<file path="src/rtl/mvm_pkg.sv">
// Shared definitions for the matrix-vector PE instruction path.
// Contents: opcode values, instruction field positions, the packed 80-bit
// instruction layout, the sequencer state encoding and an opcode legality helper.
package mvm_pkg;

    localparam int unsigned INSTR_W = 80;

    localparam logic [3:0] OP_MVM_FIRST = 4'd1;
    localparam logic [3:0] OP_MVM       = 4'd2;
    localparam logic [3:0] OP_SAVE      = 4'd3;

    // Field LSB positions within the 80-bit instruction word.
    localparam int unsigned OP_LSB   = 76;
    localparam int unsigned DIMI_LSB = 64;
    localparam int unsigned DIMO_LSB = 56;
    localparam int unsigned BIAS_LSB = 32;
    localparam int unsigned WGT_LSB  = 16;

    typedef struct packed {
        logic [3:0]  op;         // [79:76]
        logic [3:0]  rsvd_hi;    // [75:72]
        logic [7:0]  dimi_m1;    // [71:64]
        logic [7:0]  dimo_m1;    // [63:56]
        logic [7:0]  rsvd_mid;   // [55:48]
        logic [15:0] bias_base;  // [47:32]
        logic [15:0] wgt_base;   // [31:16]
        logic [15:0] rsvd_lo;    // [15:0]
    } instr_t;

    typedef enum logic [2:0] {
        StIdle,
        StFetch,
        StIssue,
        StWaitSave,
        StDone,
        StErr
    } seq_state_t;

    function automatic logic op_legal(input logic [3:0] op);
        return (op == OP_MVM_FIRST) || (op == OP_MVM) || (op == OP_SAVE);
    endfunction

endpackage

</file>
<file path="src/rtl/instr_ram.sv">
// Program memory for the instruction sequencer.
// Ports: clk; we/waddr/wdata write port; raddr read address; rdata registered
// read data (1-cycle latency). The array has no reset.
module instr_ram #(
    parameter int unsigned DEPTH = 16,
    parameter int unsigned AW    = $clog2(DEPTH),
    parameter int unsigned DW    = 80
) (
    input  logic          clk,
    input  logic          we,
    input  logic [AW-1:0] waddr,
    input  logic [DW-1:0] wdata,
    input  logic [AW-1:0] raddr,
    output logic [DW-1:0] rdata
);

    logic [DW-1:0] mem [DEPTH];

    always_ff @(posedge clk) begin
        if (we) begin
            mem[waddr] <= wdata;
        end
        rdata <= mem[raddr];
    end

endmodule

</file>
<file path="src/rtl/mvm_instr_seq.sv">
// Instruction sequencer feeding the matrix-vector PE.
// Ports: clk, rst (sync, active-high); prog_we/prog_addr/prog_dat host program
// writes (dropped while busy); start/abort run control; valid/ready/instruction
// PE issue handshake; save_ok PE completion pulse; busy/done/err/err_pc/issued_cnt
// run status. All outputs are registered.
module mvm_instr_seq
    import mvm_pkg::*;
#(
    parameter int unsigned PROG_DEPTH = 16,
    parameter int unsigned PC_W       = $clog2(PROG_DEPTH)
) (
    input  logic               clk,
    input  logic               rst,
    input  logic               prog_we,
    input  logic [PC_W-1:0]    prog_addr,
    input  logic [79:0]        prog_dat,
    input  logic               start,
    input  logic               abort,
    output logic               valid,
    input  logic               ready,
    output logic [79:0]        instruction,
    input  logic               save_ok,
    output logic               busy,
    output logic               done,
    output logic               err,
    output logic [PC_W-1:0]    err_pc,
    output logic [PC_W:0]      issued_cnt
);

    localparam logic [PC_W-1:0] LastPc = PC_W'(PROG_DEPTH - 1);

    seq_state_t      state_q;
    logic [PC_W-1:0] pc_q;
    logic [PC_W-1:0] rd_addr;
    logic [79:0]     rd_data;
    instr_t          rd_word;
    instr_t          cur_word;

    assign rd_word  = instr_t'(rd_data);
    assign cur_word = instr_t'(instruction);

    // FETCH is entered either from a start (pc=0) or from an ISSUE handshake
    // (pc+1). Presenting that address one edge early puts the word on rd_data
    // during FETCH, so the ISSUE entry can decide valid from it.
    always_comb begin
        rd_addr = '0;
        if (state_q == StIssue) begin
            rd_addr = pc_q + 1'b1;
        end
    end

    instr_ram #(
        .DEPTH (PROG_DEPTH),
        .AW    (PC_W),
        .DW    (INSTR_W)
    ) u_instr_ram (
        .clk   (clk),
        .we    (prog_we && !busy),
        .waddr (prog_addr),
        .wdata (prog_dat),
        .raddr (rd_addr),
        .rdata (rd_data)
    );

    always_ff @(posedge clk) begin
        if (rst) begin
            state_q     <= StIdle;
            pc_q        <= '0;
            valid       <= 1'b0;
            instruction <= '0;
            busy        <= 1'b0;
            done        <= 1'b0;
            err         <= 1'b0;
            err_pc      <= '0;
            issued_cnt  <= '0;
        end else if (abort) begin
            state_q    <= StIdle;
            pc_q       <= '0;
            valid      <= 1'b0;
            busy       <= 1'b0;
            done       <= 1'b0;
            err        <= 1'b0;
            err_pc     <= '0;
            issued_cnt <= '0;
        end else begin
            unique case (state_q)
                StIdle, StDone, StErr: begin
                    if (start) begin
                        state_q    <= StFetch;
                        pc_q       <= '0;
                        busy       <= 1'b1;
                        done       <= 1'b0;
                        err        <= 1'b0;
                        err_pc     <= '0;
                        issued_cnt <= '0;
                    end
                end
                StFetch: begin
                    // A first-layer instruction is only legal as entry 0.
                    if (!op_legal(rd_word.op) ||
                        (rd_word.op == OP_MVM_FIRST && pc_q != '0)) begin
                        state_q <= StErr;
                        err     <= 1'b1;
                        err_pc  <= pc_q;
                        busy    <= 1'b0;
                    end else begin
                        state_q     <= StIssue;
                        instruction <= rd_data;
                        valid       <= 1'b1;
                    end
                end
                StIssue: begin
                    if (valid && ready) begin
                        valid      <= 1'b0;
                        issued_cnt <= issued_cnt + 1'b1;
                        if (cur_word.op == OP_SAVE) begin
                            state_q <= StWaitSave;
                        end else if (pc_q == LastPc) begin
                            // Ran off the end of the program without a SAVE.
                            state_q <= StErr;
                            err     <= 1'b1;
                            err_pc  <= pc_q;
                            busy    <= 1'b0;
                        end else begin
                            state_q <= StFetch;
                            pc_q    <= pc_q + 1'b1;
                        end
                    end
                end
                StWaitSave: begin
                    if (save_ok) begin
                        state_q <= StDone;
                        done    <= 1'b1;
                        busy    <= 1'b0;
                    end
                end
                default: state_q <= StIdle;
            endcase
        end
    end

endmodule

</file>
<file path="config.mk">
export PLATFORM = sky130hd
export DESIGN_NAME = mvm_instr_seq
export DESIGN_NICKNAME = d
export VERILOG_FILES = /design/src/rtl/mvm_pkg.sv /design/src/rtl/instr_ram.sv /design/src/rtl/mvm_instr_seq.sv
export SDC_FILE = /design/constraint.sdc
export NUM_CORES = 2
export LEC_CHECK = 0
export ABC_CLOCK_PERIOD_IN_PS = 8300
export BUFFER_PORTS_ARGS = -buffer_cell sky130_fd_sc_hd__buf_2
export CAP_MARGIN = 10
export CORE_MARGIN = 4
export CORE_UTILIZATION = 51
export CTS_BUF_LIST = sky130_fd_sc_hd__clkbuf_8
export DETAILED_ROUTE_END_ITERATION = 8
export PLACE_DENSITY = 0.68
export SLEW_MARGIN = 10
export SYNTH_ARGS = -nofsm -noshare
export SYNTH_HDL_FRONTEND = slang
export SYNTH_SLANG_ARGS = --single-unit
</file>
<file path="constraint.sdc">
create_clock -name clk -period 8.3 [get_ports clk]
set_input_delay 0.415 -clock clk [delete_from_list [all_inputs] [get_ports clk]]
set_output_delay 0.415 -clock clk [all_outputs]
set_load 0.02 [all_outputs]
</file>
Word level (Yosys, flattened, before mapping). Memories as Yosys holds them, arrays and structs flattened. A register that Yosys moved wholly into a read port is not among the register bits. Cells that the tools add are included.

Bits in writable memories: 1280. Input port bits: 91. Flip-flop bits (word level): 100. Output and inout bits: 93. Memories: 1. Logic and storage cells: 98.

Memories: u_instr_ram.mem (depth 16, width 80, read ports 1, clocked after memory_dff 1, write ports 1, RTL line instr_ram.sv:17) `logic [DW-1:0] mem [DEPTH];`.

Bitwise operators: 2. Eq/ne operators: 18. Add/subtract/negate cells: 2. Muxes and demuxes: 41. Reduce and logical (&&, ||, !) cells: 25.

Operators with widths (count): 4-bit 2-to-1 mux (9); 3-bit 2-to-1 mux (6); 1-bit 2-to-1 mux (16); 3-bit AND reduction (5); 4-bit by 2-bit equality test with 1-bit output, second input constant (3); 2-bit != test, second input constant (6); 3-bit one-hot mux with 4 select lines (1); 4-bit one-hot mux with 3 select lines (1); 5-bit 2-to-1 mux (2); 5-bit one-hot mux with 2 select lines (1); 4-bit one-hot mux with 2 select lines (1); 4-bit nonzero test (2); 7-bit AND reduction (1); 3-bit by 2-bit equality test with 1-bit output, second input constant (2); 3-bit equality test, second input constant (2); 6-bit AND reduction (1); 2-bit nonzero test (3); 5-bit by 1-bit adder with 5-bit output, second input constant (1); 5-bit AND reduction (1); 4-bit by 1-bit adder with 4-bit output, second input constant (1); 4-bit by 1-bit equality test with 1-bit output, second input constant (1); 4-bit equality test, second input constant (1); 2-bit by 1-bit != test with 1-bit output, second input constant (2); 1-bit one-hot mux with 2 select lines (2); other kinds (11) (17).

Longest topological paths before layout.
Depth in word-level cells: 7. Depth in mapped cells: 13. Mapped depth without buffers: 7.

By module. A second synthesis with hierarchy kept.

Cell total of the unflattened synthesis: 2533. Area, all modules: 53277.3 um2.

Modules (own cells, without submodules): instr_ram (area an instance 49422.4 um2, instances 1, cells an instance 2054, seq. area each 40038.4 um2); mvm_instr_seq (area an instance 3854.9 um2, instances 1, cells an instance 479, seq. area each 2001.9 um2).

Worst setup path before layout. Ideal clock, no wire load.

Path kind: register to register. Start: reg busy. End: mem u_instr_ram.mem[0][0] (enable). Path buffers: 0. Arrival: 6.352 ns. Setup slack: 1.331 ns. Required time: 7.682 ns. Library setup time: 0.618 ns. Period minus slack after synthesis: 6.969 ns. Cell stages (with the launch flop): 4. Cells stage by stage: dfxtp_1 -> nand2b_1 -> or3_1 -> nor3_1.

Word-level cells in the longest chain between the ends: 4.

RTL lines: start: declaration (RTL line mvm_instr_seq.sv:23) `output logic busy,`; start signal: assignment (RTL line mvm_instr_seq.sv:71) `busy <= 1'b0;`; start signal: assignment (RTL line mvm_instr_seq.sv:80) `busy <= 1'b0;`; start signal: assignment (RTL line mvm_instr_seq.sv:91) `busy <= 1'b1;`; 1-bit zero test (RTL line mvm_instr_seq.sv:58) `.we (prog_we && !busy),`; 1-bit logical AND (RTL line mvm_instr_seq.sv:58); 1-bit 2-to-1 mux (RTL line instr_ram.sv:20) `if (we) begin`; 1-bit 2-to-1 mux (implied by the code) (RTL line instr_ram.sv:21) `mem[waddr] <= wdata;`; end: declaration (RTL line instr_ram.sv:17).

Every way passes these cells.

Final worst setup path.
Start: reg pc_q[0]. End: reg u_instr_ram.rdata[20] (read register of u_instr_ram.mem).

Word-level cells in the longest chain between the ends: 2.

RTL lines: start: declaration (RTL line mvm_instr_seq.sv:33) `logic [PC_W-1:0] pc_q;`; start signal: assignment (RTL line mvm_instr_seq.sv:126) `pc_q <= pc_q + 1'b1;`; 4-bit by 1-bit adder with 4-bit output (RTL line mvm_instr_seq.sv:48) `rd_addr = pc_q + 1'b1;`; 4-bit 2-to-1 mux (RTL line mvm_instr_seq.sv:47) `if (state_q == StIssue) begin`; end: declaration (RTL line instr_ram.sv:14) `output logic [DW-1:0] rdata`.

Every way passes these cells. A chain may end at the register's enable or synchronous reset.

==> impl_results.md <==
* Status: finished, final reports clean
* Via count at 29707
* Met3 wire length at 9.294 mm
* I/O Buffers at 183
* Hold/Removal Path Class: in2reg
* CP Capture Point: u_instr_ram.rdata[20]
* Num CTS Buffers at 224
* Reg clk slew, reported paths at 0.07 ns
* Worst Setup SP: pc_q[0]
* Setup-failing EPs final at 0
* Delay-heaviest family, CP: buffers and inverters
* Die height at 334.2 um
* CTS resizes at 0
* Crit path depth at 8
* Proportion of layout cells with a drive suffix above 1 at 20.05%
* Placement row count at 119
* First-pass GRT wire length at 191.0 mm
* Comb pwr share at 2.0%
* Clock power frac at 41.3%
* Initial antenna violation count at 13
* PwrDens at 230.1 nW/um2
* Area grow syn2layout at 14.43%
* Final hold vios at 0
* Die Wd at 334.2 um
* Max stage delay on crit path at 0.84 ns
* Worst reg2reg path startpoint: pc_q[0]
* RSZ-0062 raised after global routing: false
* CTS tree: yes
* CP Cell Sequence: ha_1 > xor2_4 > buf_12 > o21a_4 > buf_12 > o22ai_1 > a211oi_1 > a31oi_1
* Die area at 111700 um2
* First drt pass iteration count at 5
* Reg2Reg Capture Point: u_instr_ram.rdata[20]
* RD Place Congestion at 0.7442
* Clk_lat worst skew at 0.90 ns
* Critical-path maximum fanout at 148
* Routed wl met2 at 64.51 mm
* Yosys reg bits at 1460
* Final Max Slew Viols at 0
* GRT Residual Overflow at 0
* Setup ws final at 4.273 ns
* Critical Path AT at 4.72 ns
* Mean Syn Cell Area at 16.83 um2
* Minimum clock period at 4.027 ns
* Register area share after synthesis at 77.47%
* Setup TNS Final at 0 ns
* WL final at 129.1 mm
* WP data required at 8.99 ns
* Synth cell types at 48
* Core Area at 105400 um2
* Routed Antenna Nets at 0
* Clock sink count at 1460
* Initial core utilization at 51.48%
* Number of global-route vias before repair at 29765
* CP Class: reg2reg
* Largest net degree at the start of global routing at 153
* Mapped Area at 54260 um2
* Number of synthesized flops with an enable pin at 1280
* Int Pwr at 0.01123 W
* Met1 Wirelength at 52.00 mm
* Synth Flop Type: edfxtp_1
* Crit share post-route at 48.52%
* Worst r2r path cells at 8
* Fillers at 7900
* Global Route Usage Sum at 23.03%
* Root Buffer: clkbuf_8
* Rel. slew slack at 21.33%
* Syn. warnings at 0
* WL/cell at 24.94 um
* R2R setup slack at 4.27 ns
* Post-Syn Nets at 3318
* # H-tree levels at 4
* F_max at 248.3 MHz
* Sw frac at 21.36%
* Buffers and inverters on the worst path at 2
* CP max-delay cell: dfxtp_4
* Crit start category: register
* NetSw at 0.003052 W
* Max Clock Skew at 0.04507 ns
* Worst-Margin Slew at 1.180 ns
* HPWL after detailed placement at 61.71 mm
* Maximum VDD drop at 0.1420 mV
* DRT iter0 DRCs at 2919
* Post-Syn Instances at 3224
* Sequential power share at 56.6%
* # IOs at 184
* FFs w/ async S/R, synth at 0%
* Leak Pwr at 21.48 nW
* # DRC at 0
* Max-Cap Viols at 0
* Vias per cell at 5.738
* Pre-CTS setup slack at 4.288 ns
* Clock buffer depth at 3
* Most used cell, CP: buf_12
* CP endpoint kind: register
* Layout Nets at 3675
* Top Metal Used: met5
-- worst min-delay path by stage --
stage / startpoint / endpoint / slack, ns / depth (start not counted)
2_1_floorplan: u_instr_ram.rdata[0] / instruction[0] / 0.42 / 2
3_3_place_gp: u_instr_ram.rdata[6] / instruction[6] / 0.43 / 2
3_5_place_dp: u_instr_ram.rdata[6] / instruction[6] / 0.44 / 2
4_1_cts: prog_addr[0] / u_instr_ram.mem[8][23] / 0.16 / 3
5_1_grt: prog_addr[0] / u_instr_ram.mem[8][58] / 0.21 / 3
6_report: prog_addr[1] / u_instr_ram.mem[8][9] / 0.25 / 3
-- metrics by stage --
| step | util (%) | total power [W] | std cells | hold WS (ns) | cell area (um2) |
|---|---|---|---|---|---|
| 6_report | 58.90 | 0.01429 | 5177 | 0.2522 | 62090 |
| 5_1_grt | 58.90 | 0.01479 | 5176 | 0.2147 | 62090 |
| 4_1_cts | 58.89 | 0.01441 | 5171 | 0.1583 | 62080 |
| 3_5_place_dp | 53.77 | 0.008498 | 4661 | 0.4380 | 56680 |
| 3_3_place_gp | 53.77 | 0.008487 | 4661 | 0.4300 | 56680 |
| 2_1_floorplan | - | 0.008339 | 3224 | 0.4174 | 54260 |
-- state kept, by name (all words and copies together), names as in the netlist --
register           cells
u_instr_ram.mem     1280
instruction           80
u_instr_ram.rdata     80
issued_cnt             5
err_pc                 4
pc_q                   4
state_q                3
busy                   1
done                   1
err                    1
valid                  1
-- power groups by stage --
| stage | Clock, W | Combinational, W | Sequential (W) |
|---|---|---|---|
| 6_report | 0.00591 | 0.000288 | 0.00809 |
| 5_1_grt | 0.00639 | 0.000312 | 0.00809 |
| 4_1_cts | 0.00603 | 0.000290 | 0.00809 |
| 3_5_place_dp | 0 | 0.000253 | 0.00824 |
| 3_3_place_gp | 0 | 0.000246 | 0.00824 |
| 2_1_floorplan | 0 | 0.0000873 | 0.00825 |
-- Yosys cell counts (4+ instances only) --
library cell	instances	area (um2)
nand2_1	576	2162
buf_2	75	375.4
mux4_2	160	3603
a31oi_1	80	500.5
or3_1	4	25.02
buf_6	11	123.9
o21ai_0	9	45.04
o22ai_1	80	500.5
mux2i_1	167	1672
nand2b_1	6	37.54
a21oi_1	219	1096
a211oi_1	80	600.6
nor3b_1	4	30.03
a21oi_2	30	262.8
inv_1	4	15.01
dfxtp_1	180	3603
nor3_1	6	30.03
edfxtp_1	1280	38440
nand3_1	4	20.02
clkbuf_1	100	375.4
nor2_1	108	405.4
-- worst register-to-register path: stages, from the launching register on --
cell and delay (ns):
dfxtp_4 0.84, ha_1 0.45, xor2_4 0.19, buf_12 0.59, o21a_4 0.36, buf_12 0.65
o22ai_1 0.37, a211oi_1 0.31, a31oi_1 0.09
-- cell families (layout without fill, tap and decap cells) --
kind of cell,count (synthesis),after routing,share of synthesized area [%]
xor+xnor,5,5,0.09456
fa+ha+maj,3,3,0.06918
mux,327,327,9.721
simple gates,724,724,5.227
compound gates,510,510,5.718
buf+inv,195,751,1.695
flops,1460,1460,77.47
other cells,0,6,0
-- cells in the final DEF (no fill, tap or decap), types with 14 or more instances in the layout --
cell and n:
edfxtp_1 1280, nand2_1 576, clkbuf_8 247, a21oi_1 219
buf_2 182, dfxtp_1 179, mux2i_1 167, mux4_2 160
inv_1 94, nor2_1 94, dlygate4sd3_1 85, o22ai_1 80
a211oi_1 80, a31oi_1 80, buf_4 49, clkinv_1 35
a21oi_2 30, clkinv_2 26, nor2_4 14
-- layer usage --
layer | up-vias | GRT usage, %
li1 | 13195 | -
met1 | 15153 | 30.66
met2 | 1123 | 38.64
met3 | 228 | 4.503
met4 | 8 | 7.546
met5 | - | 0
-- layout make-up --
cell class                      instances  area (um2)  share of cell area, %
Antenna cell                            6       15.01                0.02418
Timing Repair Buffer                  322        2250                  3.623
Clock buffer                          247        3400                  5.475
Clock inverter                        178        1150                  1.852
Inverter                                4       15.01                0.02418
Multi-Input combinational cell       1569       11480                  18.49
Tap cell                             1391        1740                  2.803
Sequential cell                      1460       42040                  67.71
-- what timing repair did --
| item | CTS | global route |
|---|---|---|
| endpoints found under the hold margin | 1317 | 0 |
| hold buffers | 85 | 0 |
| setup endpoints to repair | 0 | 0 |
| setup buffers | 0 | 0 |
Note: power is estimated with default switching activity, not from simulation.
